===== src/rtl/matadd_sched.sv =====
// Round-robin scheduler sharing one pipelined 32-bit adder between two matrix-add requesters.
// Build option: MATADD_SCHED_SAT_EN selects a signed saturating sum instead of a wrapping one.
module matadd_sched #(
    parameter int unsigned ROWS    = 2,
    parameter int unsigned COLS    = 3,
    parameter int unsigned ADD_LAT = 2,
    localparam int unsigned RW = (ROWS > 1) ? $clog2(ROWS) : 1,
    localparam int unsigned CW = (COLS > 1) ? $clog2(COLS) : 1
) (
    input  logic          clk,
    input  logic          rst,
    input  logic [1:0]    req,
    output logic [1:0]    grant,
    output logic          rd_valid,
    output logic [RW-1:0] rd_row,
    output logic [CW-1:0] rd_col,
    input  logic [31:0]   a_in,
    input  logic [31:0]   b_in,
    output logic          wr_valid,
    output logic [RW-1:0] wr_row,
    output logic [CW-1:0] wr_col,
    output logic [31:0]   wr_data,
    output logic [1:0]    done,
    output logic          busy
);

    localparam int unsigned DW = $clog2(ADD_LAT + 1);
    localparam logic [RW-1:0] ROW_LAST = RW'(ROWS - 1);
    localparam logic [CW-1:0] COL_LAST = CW'(COLS - 1);
    localparam logic [DW-1:0] CNT_LAST = DW'(ADD_LAT - 1);

    typedef enum logic [1:0] {IDLE, ISSUE, DRAIN, DONE} state_t;

    typedef struct packed {
        logic          v;
        logic [RW-1:0] r;
        logic [CW-1:0] c;
        logic [31:0]   d;
    } wr_t;

    state_t        state, state_d;
    logic [RW-1:0] row_d;
    logic [CW-1:0] col_d;
    logic [DW-1:0] cnt, cnt_d;
    logic [1:0]    grant_d, done_d;
    logic          rr_ptr, rr_d, win;
    logic          rd_valid_d, busy_d;
    logic [31:0]   sum_c;
    wr_t           stage_in;
    wr_t           pipe [ADD_LAT];

    // Adder datapath
`ifdef MATADD_SCHED_SAT_EN
    logic [31:0] raw_c;
    logic        ovf_c;
    always_comb begin
        raw_c = a_in + b_in;
        ovf_c = (a_in[31] == b_in[31]) && (raw_c[31] != a_in[31]);
        sum_c = raw_c;
        if (ovf_c) sum_c = a_in[31] ? 32'h8000_0000 : 32'h7FFF_FFFF;
    end
`else
    always_comb sum_c = a_in + b_in;
`endif

    // Next-state, arbitration and index sequencing
    always_comb begin
        state_d  = state;
        row_d    = rd_row;
        col_d    = rd_col;
        cnt_d    = cnt;
        grant_d  = grant;
        rr_d     = rr_ptr;
        done_d   = 2'b00;
        win      = 1'b0;
        case (state)
            IDLE: begin
                grant_d = 2'b00;
                row_d   = '0;
                col_d   = '0;
                if (req != 2'b00) begin
                    win     = (req == 2'b11) ? rr_ptr : req[1];
                    grant_d = win ? 2'b10 : 2'b01;
                    rr_d    = ~win;
                    state_d = ISSUE;
                end
            end
            ISSUE: begin
                if (rd_row == ROW_LAST && rd_col == COL_LAST) begin
                    state_d = DRAIN;
                    cnt_d   = '0;
                    row_d   = '0;
                    col_d   = '0;
                end else if (rd_col == COL_LAST) begin
                    col_d = '0;
                    row_d = rd_row + RW'(1);
                end else begin
                    col_d = rd_col + CW'(1);
                end
            end
            DRAIN: begin
                if (cnt == CNT_LAST) begin
                    state_d = DONE;
                    done_d  = grant;
                end else begin
                    cnt_d = cnt + DW'(1);
                end
            end
            DONE: begin
                state_d = IDLE;
                grant_d = 2'b00;
            end
            default: state_d = IDLE;
        endcase
        rd_valid_d = (state_d == ISSUE);
        busy_d     = (state_d != IDLE);
    end

    always_ff @(posedge clk or posedge rst) begin
        if (rst) begin
            state    <= IDLE;
            grant    <= 2'b00;
            rd_valid <= 1'b0;
            rd_row   <= '0;
            rd_col   <= '0;
            cnt      <= '0;
            rr_ptr   <= 1'b0;
            done     <= 2'b00;
            busy     <= 1'b0;
        end else begin
            state    <= state_d;
            grant    <= grant_d;
            rd_valid <= rd_valid_d;
            rd_row   <= row_d;
            rd_col   <= col_d;
            cnt      <= cnt_d;
            rr_ptr   <= rr_d;
            done     <= done_d;
            busy     <= busy_d;
        end
    end

    // Result pipeline carries index alongside the sum so writes line up with issue order
    always_comb begin
        stage_in.v = rd_valid;
        stage_in.r = rd_row;
        stage_in.c = rd_col;
        stage_in.d = rd_valid ? sum_c : 32'h0;
    end

    always_ff @(posedge clk or posedge rst) begin
        if (rst) begin
            for (int i = 0; i < ADD_LAT; i++) pipe[i] <= '0;
        end else begin
            pipe[0] <= stage_in;
            for (int i = 1; i < ADD_LAT; i++) pipe[i] <= pipe[i-1];
        end
    end

    assign wr_valid = pipe[ADD_LAT-1].v;
    assign wr_row   = pipe[ADD_LAT-1].r;
    assign wr_col   = pipe[ADD_LAT-1].c;
    assign wr_data  = pipe[ADD_LAT-1].d;

endmodule

===== config.mk =====
export PLATFORM = sky130hd
export DESIGN_NAME = matadd_sched
export DESIGN_NICKNAME = d
export VERILOG_FILES = /design/src/rtl/matadd_sched.sv
export SDC_FILE = /design/constraint.sdc
export NUM_CORES = 1
export LEC_CHECK = 0
export BUFFER_PORTS_ARGS = -buffer_cell sky130_fd_sc_hd__buf_2
export CAP_MARGIN = 0
export CORE_MARGIN = 5
export CORE_UTILIZATION = 40
export CTS_CLUSTER_DIAMETER = 40
export DETAILED_ROUTE_END_ITERATION = 8
export MAX_ROUTING_LAYER = met4
export SYNTH_ARGS = -nofsm -noshare
export SYNTH_HDL_FRONTEND = slang
export SYNTH_SLANG_ARGS = --single-unit
export TNS_END_PERCENT = 50

===== constraint.sdc =====
create_clock -name clk -period 7.9 [get_ports clk]
set_input_delay 1.185 -clock clk [delete_from_list [all_inputs] [get_ports clk]]
set_output_delay 1.185 -clock clk [all_outputs]
set_load 0.03 [all_outputs]

==> reports/qor.csv, run 1 <==
metric,value,unit
outcome,"complete, no violations",
Netlist cell types,59,
clock skew,0.002871,ns
gr usage total,14.99,%
CP Launch Type,input pin,
Synth Cell Area,4896,sq um
CP required,8.11,ns
CTS Buf Count,9,
CORE AREA,12010,sq um
Max Cap Viol,0,
DRT antenna net count,0,
Initial Util,40.76,%
fin. max-slew vios,0,
Fin Hold WS,0.3435,ns
Root Driver,clkbuf_16,
die height,120.6,um
Yosys warning count,0,
Min-Delay Path Class,reg2reg,
port bufs,112,
dominant synthesized flop cell,dfrtp_1,
Worst Tran Pin Value,1.021,ns
Routed WL per cell,14.57,um
Worst-Skew Late Latency,0.33,ns
Final Util,46.69,%
grt total ovfl,0,
Synth Register Bits,86,
power density over the cells,307.2,nW/um^2
final period utilization,37.80,%
I/O pins,113,
Worst slew margin,31.95,%
ANT cells,0,
DRC violation total after the first TritonRoute iteration,178,
CTS tree,done,
# hold bufs at CTS,0,
Die W,120.6,um
first-pass GRT wire length,17100,um
Routed WL,10470,um
unrepaired setup endpoints after global routing,false,
Placer Congestion,0.8736,
P&R area growth vs syn,14.54,%
FMAX,334.9,MHz
CTS sink cnt,86,
vias in the first global route,3618,
htree depth,3,
setup violators final,0,
maximum buffer depth of the clock tree,2,
die area,14550,sq um
Vias,3698,
post-CTS sizing,0,
CP arrival,3.20,ns
Via-to-Cell Ratio,5.143,
DRC violations left,0,
Crit. End Element,flip-flop,
placed wire-length estimate,8298,um
initial antenna violation count,0,
Pleak,2.763,nW
clock-pin slew of the registers on the worst-case setup and hold paths,0.06,ns
Final Hold Fails,0,
share of synthesized registers carrying an async set or reset,100.0,%
syn avg cell area,9.911,sq um
total power,1.723,mW
Setup TNS,0,ns
"Net Count, Synth",599,
largest net degree at the start of global routing,87,
FP Rows,40,
layout cells sized above 1,26.05,%
worst vdd ir,0.1127,mV
Cells after DPL,703,
Pre-Repair DR Iteration Count,4,
Layout Nets,672,
Syn Inst Count,494,
number of synthesized flops with an enable pin,0,
min cycle time layout,2.986,ns
Finished Layout Cells,719,
crit path max fanout,5,
post-CTS setup buffers,0,
sequential-to-total area share from yosys stat,43.96,%
WS Path Type,in2reg,
==> routing by layer <==
| metal | vias to the layer above | GRT usage (%) | part of all wire [%] |
|---|---|---|---|
| li1 | 1857 | - | - |
| met4 | 0 | 5.666 | 1.7 |
| met3 | 13 | 2.479 | 5.2 |
| met2 | 97 | 22.14 | 44 |
| met1 | 1731 | 20.78 | 49 |
| met5 | - | - | 0 |
==> cells in the final DEF, fill, tap and decap left out, types with 2 or more instances in the layout <==
| cell type | instances |
|---|---|
| a211oi_2 | 3 |
| a21boi_1 | 2 |
| a21o_1 | 8 |
| a21oi_1 | 36 |
| a21oi_2 | 8 |
| a22o_1 | 3 |
| a31oi_1 | 5 |
| a41oi_1 | 3 |
| and2_1 | 3 |
| and3_1 | 3 |
| buf_2 | 112 |
| bufinv_16 | 2 |
| clkbuf_1 | 4 |
| clkbuf_16 | 9 |
| dfrtp_1 | 86 |
| ha_1 | 36 |
| inv_1 | 14 |
| mux2i_1 | 8 |
| nand2_1 | 47 |
| nand2b_1 | 17 |
| nand3_1 | 8 |
| nand3b_1 | 2 |
| nand4_1 | 10 |
| nor2_1 | 40 |
| nor2b_1 | 4 |
| nor3_1 | 9 |
| nor4_2 | 2 |
| o211ai_1 | 6 |
| o21a_1 | 4 |
| o21ai_0 | 17 |
| o21ai_1 | 9 |
| o21ai_2 | 2 |
| o21bai_1 | 2 |
| o311ai_1 | 2 |
| o31ai_1 | 5 |
| xnor2_1 | 8 |
| xor2_1 | 8 |
==> logic make-up after synthesis <==
kind of cell             after synthesis  synth area share, %
flip-flops                            86                43.96
AO/OA/AOI/OAI                        128                17.94
AND/OR/NAND/NOR                      151                15.15
XOR/XNOR                              16                2.862
multiplexers                          10                2.172
adder cells (fa/ha/maj)               37                9.609
buffers and inverters                 66                8.305
==> power breakdown <==
group          internal [mW]  leakage (nW)  switching, mW
Sequential             0.596          1.11         0.0801
Clock                  0.278         0.148          0.157
Combinational          0.199          1.51          0.413
==> Yosys cell counts (all sizes together), types with 3 or more instances <==
cell type / n / area (sq um)
dfrtp: 86 / 2152
nand2: 47 / 176.4
buf: 46 / 331.6
a21oi: 44 / 250.2
nor2: 41 / 156.4
ha: 36 / 450.4
o21ai: 28 / 147.6
nand2b: 17 / 106.4
inv: 15 / 56.30
nand4: 10 / 62.56
nor3: 9 / 45.04
a21o: 8 / 60.06
mux2i: 8 / 80.08
nand3: 8 / 40.04
xnor2: 8 / 70.07
xor2: 8 / 70.07
o211ai: 7 / 57.55
o31ai: 6 / 50.05
a31oi: 5 / 31.28
clkbuf: 5 / 18.77
a211oi: 4 / 45.05
and2: 4 / 27.53
nor2b: 4 / 25.02
o21a: 4 / 30.03
a21boi: 3 / 22.52
a22o: 3 / 26.28
a41oi: 3 / 26.28
and3: 3 / 18.77
nor4: 3 / 46.29
==> through the flow <==
stage | setup slack, ns | area [sq um]
floorplan | 4.493 | 4896
global placement | 4.640 | 5299
detailed placement | 4.577 | 5299
CTS | 4.921 | 5608
global route | 4.728 | 5608
finish | 4.914 | 5608
==> sequential cells by signal, summed over array words and instances (netlist names) <==
register and cells:
busy 1, cnt 2, done 2, grant 2, pipe 36, rd_col 2
rd_row 1, rd_valid 1, rr_ptr 1, state 2, wr_col 2, wr_data 32
wr_row 1, wr_valid 1
==> area by class of cell <==
type | count | area (sq um)
clock buffers | 13 | 240.2
fillers | 1163 | 6404
inverters | 15 | 57.56
repair buffers | 113 | 568.0
flip-flops and latches | 86 | 2152
multi-input cells | 342 | 2337
clock inverters | 3 | 68.82
well taps | 147 | 183.9
==> critical path, cell delays in order <==
cell and delay [ns]:
buf_2 0.08, ha_1 0.20, inv_1 0.07, fa_1 0.39
nand2b_1 0.19, a21oi_2 0.21, o21ai_2 0.13, o41ai_4 0.39
a31oi_1 0.19, mux2i_1 0.15
==> worst paths after layout <==
path	start	end	slack, ns	depth (start not counted)
min in group asynchronous	rst	wr_col[0]$_DFF_PP0_	1.17	3
max in group asynchronous	rst	wr_data[28]$_DFF_PP0_	6.09	3
hold / removal	pipe[47]$_DFF_PP0_	wr_data[11]$_DFF_PP0_	0.34	0
setup / recovery	a_in[0]	pipe[66]$_DFF_PP0_	4.91	10
hold reg to reg	pipe[47]$_DFF_PP0_	wr_data[11]$_DFF_PP0_	0.34	0
setup reg to reg	rd_valid$_DFF_PP0_	pipe[61]$_DFF_PP0_	5.35	5
No activity file was read; power rests on OpenSTA's default activity.
==> run 2: changes to the inputs <==
Clock period 7.9 ns to 2.7 ns, I/O delays scaled along.
==> reports/qor.csv, run 2 (synthesis gave the netlist of run 1 again) <==
metric,value,unit
outcome,"complete, no violations",
unrepaired setup endpoints after global routing,false,
CP arrival,2.40,ns
initial antenna violation count,0,
Max Cap Viol,0,
most frequent cells in the layout,"buf_2, dfrtp_1, nand2_1",
Worst Tran Pin Value,0.7277,ns
Layout Nets,676,
R2R setup slack,0.72,ns
vias in the first global route,3638,
clock skew,0.006986,ns
Buf/Inv on CP,2,
# hold bufs at CTS,0,
placed cell areas,5341,sq um
WS Path Type,in2reg,
filler cell count,1153,
placed wire-length estimate,8531,um
setup violators final,0,
grt total ovfl,0,
DRT antenna net count,0,
max incr delay on CP,0.39,ns
Pre-Repair DR Iteration Count,6,
max reg flops,36,
post-CTS sizing,0,
reg2reg start,state[1]$_DFF_PP0_,
"commonest non-fill, non-tap cell in the layout",buf_2,
Routed WL,10640,um
Int Pwr,3.095,mW
logic gate share of total power,37.6,%
cells along the critical path,"buf_2, ha_1, inv_1, fa_1, nand2b_1, a21oi_2, o21ai_2, o41ai_4, a31oi_1, mux2i_1",
Die W,120.6,um
P&R area growth vs syn,15.38,%
switching power share of the total,38.36,%
Setup crit end,pipe[66]$_DFF_PP0_,
Crit. End Element,flip-flop,
largest net degree at the start of global routing,45,
htree depth,3,
Placer Congestion,0.8877,
R2R cell count,6,
Via-to-Cell Ratio,5.075,
die area,14550,sq um
fin. max-slew vios,0,
Pleak,2.789,nW
CP required,2.91,ns
Flop pwr share,38.1,%
gr usage total,15.15,%
CORE AREA,12010,sq um
CP Launch Type,input pin,
Initial Util,40.76,%
min cycle time layout,2.188,ns
layout cells sized above 1,27.26,%
"delay-heaviest family, CP",compound AO/OA/AOI/OAI gates,
crit path from,a_in[0],
post-CTS setup buffers,0,
Vias,3669,
Root Driver,clkbuf_16,
Setup TNS,0,ns
Min-Delay Path Class,in2async,
Routed WL per cell,14.72,um
worst vdd ir,0.3623,mV
Final Hold Fails,0,
first-pass GRT wire length,17260,um
maximum buffer depth of the clock tree,2,
Crit path depth,10,
ANT cells,0,
I/O pins,113,
CTS Buf Count,9,
Fin Hold WS,0.1775,ns
CTS sink cnt,86,
DRC violation total after the first TritonRoute iteration,255,
final period utilization,81.03,%
reg2reg end,rd_valid$_DFF_PP0_,
Biggest register,pipe,
CTS tree,done,
die height,120.6,um
FP Rows,40,
port bufs,112,
DRC violations left,0,
final instance area,5649,sq um
power density over the cells,889.0,nW/um^2
crit path max fanout,5,
clock network power share,24.3,%
P_sw,1.926,mW
clock-pin slew of the registers on the worst-case setup and hold paths,0.06,ns
FMAX,457.1,MHz
Worst-Skew Late Latency,0.33,ns
Worst slew margin,51.43,%
"slowest stage cell, crit path",fa_1,
==> run 2: changes by cell type in the layout (fill, tap and decap cells not counted), sizes merged <==
cell      previous run  this run
bufinv               2         1
inv                 14        16
clkbuf              13        10
clkinv               2         3
clkinvlp             0         1
buf                113       117
==> run 2: worst min-delay path by stage <==
stage	depth (start not counted)	start	endpoint	slack, ns
floorplan	0	pipe[68]$_DFF_PP0_	wr_col[0]$_DFF_PP0_	0.33
global placement	0	pipe[68]$_DFF_PP0_	wr_col[0]$_DFF_PP0_	0.33
detailed placement	0	pipe[36]$_DFF_PP0_	wr_data[0]$_DFF_PP0_	0.33
CTS	2	rst	wr_col[1]$_DFF_PP0_	0.19
global route	2	rst	wr_row$_DFF_PP0_	0.23
finish	2	rst	pipe[69]$_DFF_PP0_	0.18
==> run 2: power by group through the flow <==
stage                     clock (mW)  sequential (mW)  combinational (mW)
after floorplan                    0             1.97                1.55
after global placement             0             1.93                1.87
after detailed placement           0             1.95                1.89
after CTS                       1.26             1.92                1.90
after global routing            1.32             1.97                2.05
final                           1.22             1.91                1.89
==> run 2: layout make-up <==
cell class,count,area [sq um],share of cell area (%)
inverters,15,57.56,1.019
clock inverters,6,68.82,1.218
well taps,147,183.9,3.256
multi-input cells,342,2337,41.37
clock buffers,10,239.0,4.230
repair buffers,117,610.6,10.81
flip-flops and latches,86,2152,38.10
==> run 2: through the flow <==
stage | utilization [%] | worst slack, ns | cells | power (mW)
after floorplan | - | 0.07315 | 494 | 3.518
after global placement | 44.47 | 0.2331 | 707 | 3.795
after detailed placement | 44.47 | 0.1899 | 707 | 3.838
after CTS | 47.03 | 0.5145 | 723 | 5.082
after global routing | 47.03 | 0.3322 | 723 | 5.339
final | 47.03 | 0.5122 | 723 | 5.022
==> run 2: worst register-to-register path, stage by stage, from the launching register on <==
cell	delay [ns]
dfrtp_1	0.42
inv_1	0.11
ha_1	0.27
a21boi_1	0.35
a21oi_1	0.13
o31ai_1	0.45
and2_1	0.20
==> run 2: per-layer routing <==
layer  share of wire [%]  GRT usage [%]  up-vias
met1                  50          21.30     1694
met3                 4.2          2.245        8
met4                 1.2          6.232        0
met5                   0              -        -
met2                  45          22.00      107
li1                    -              -     1860
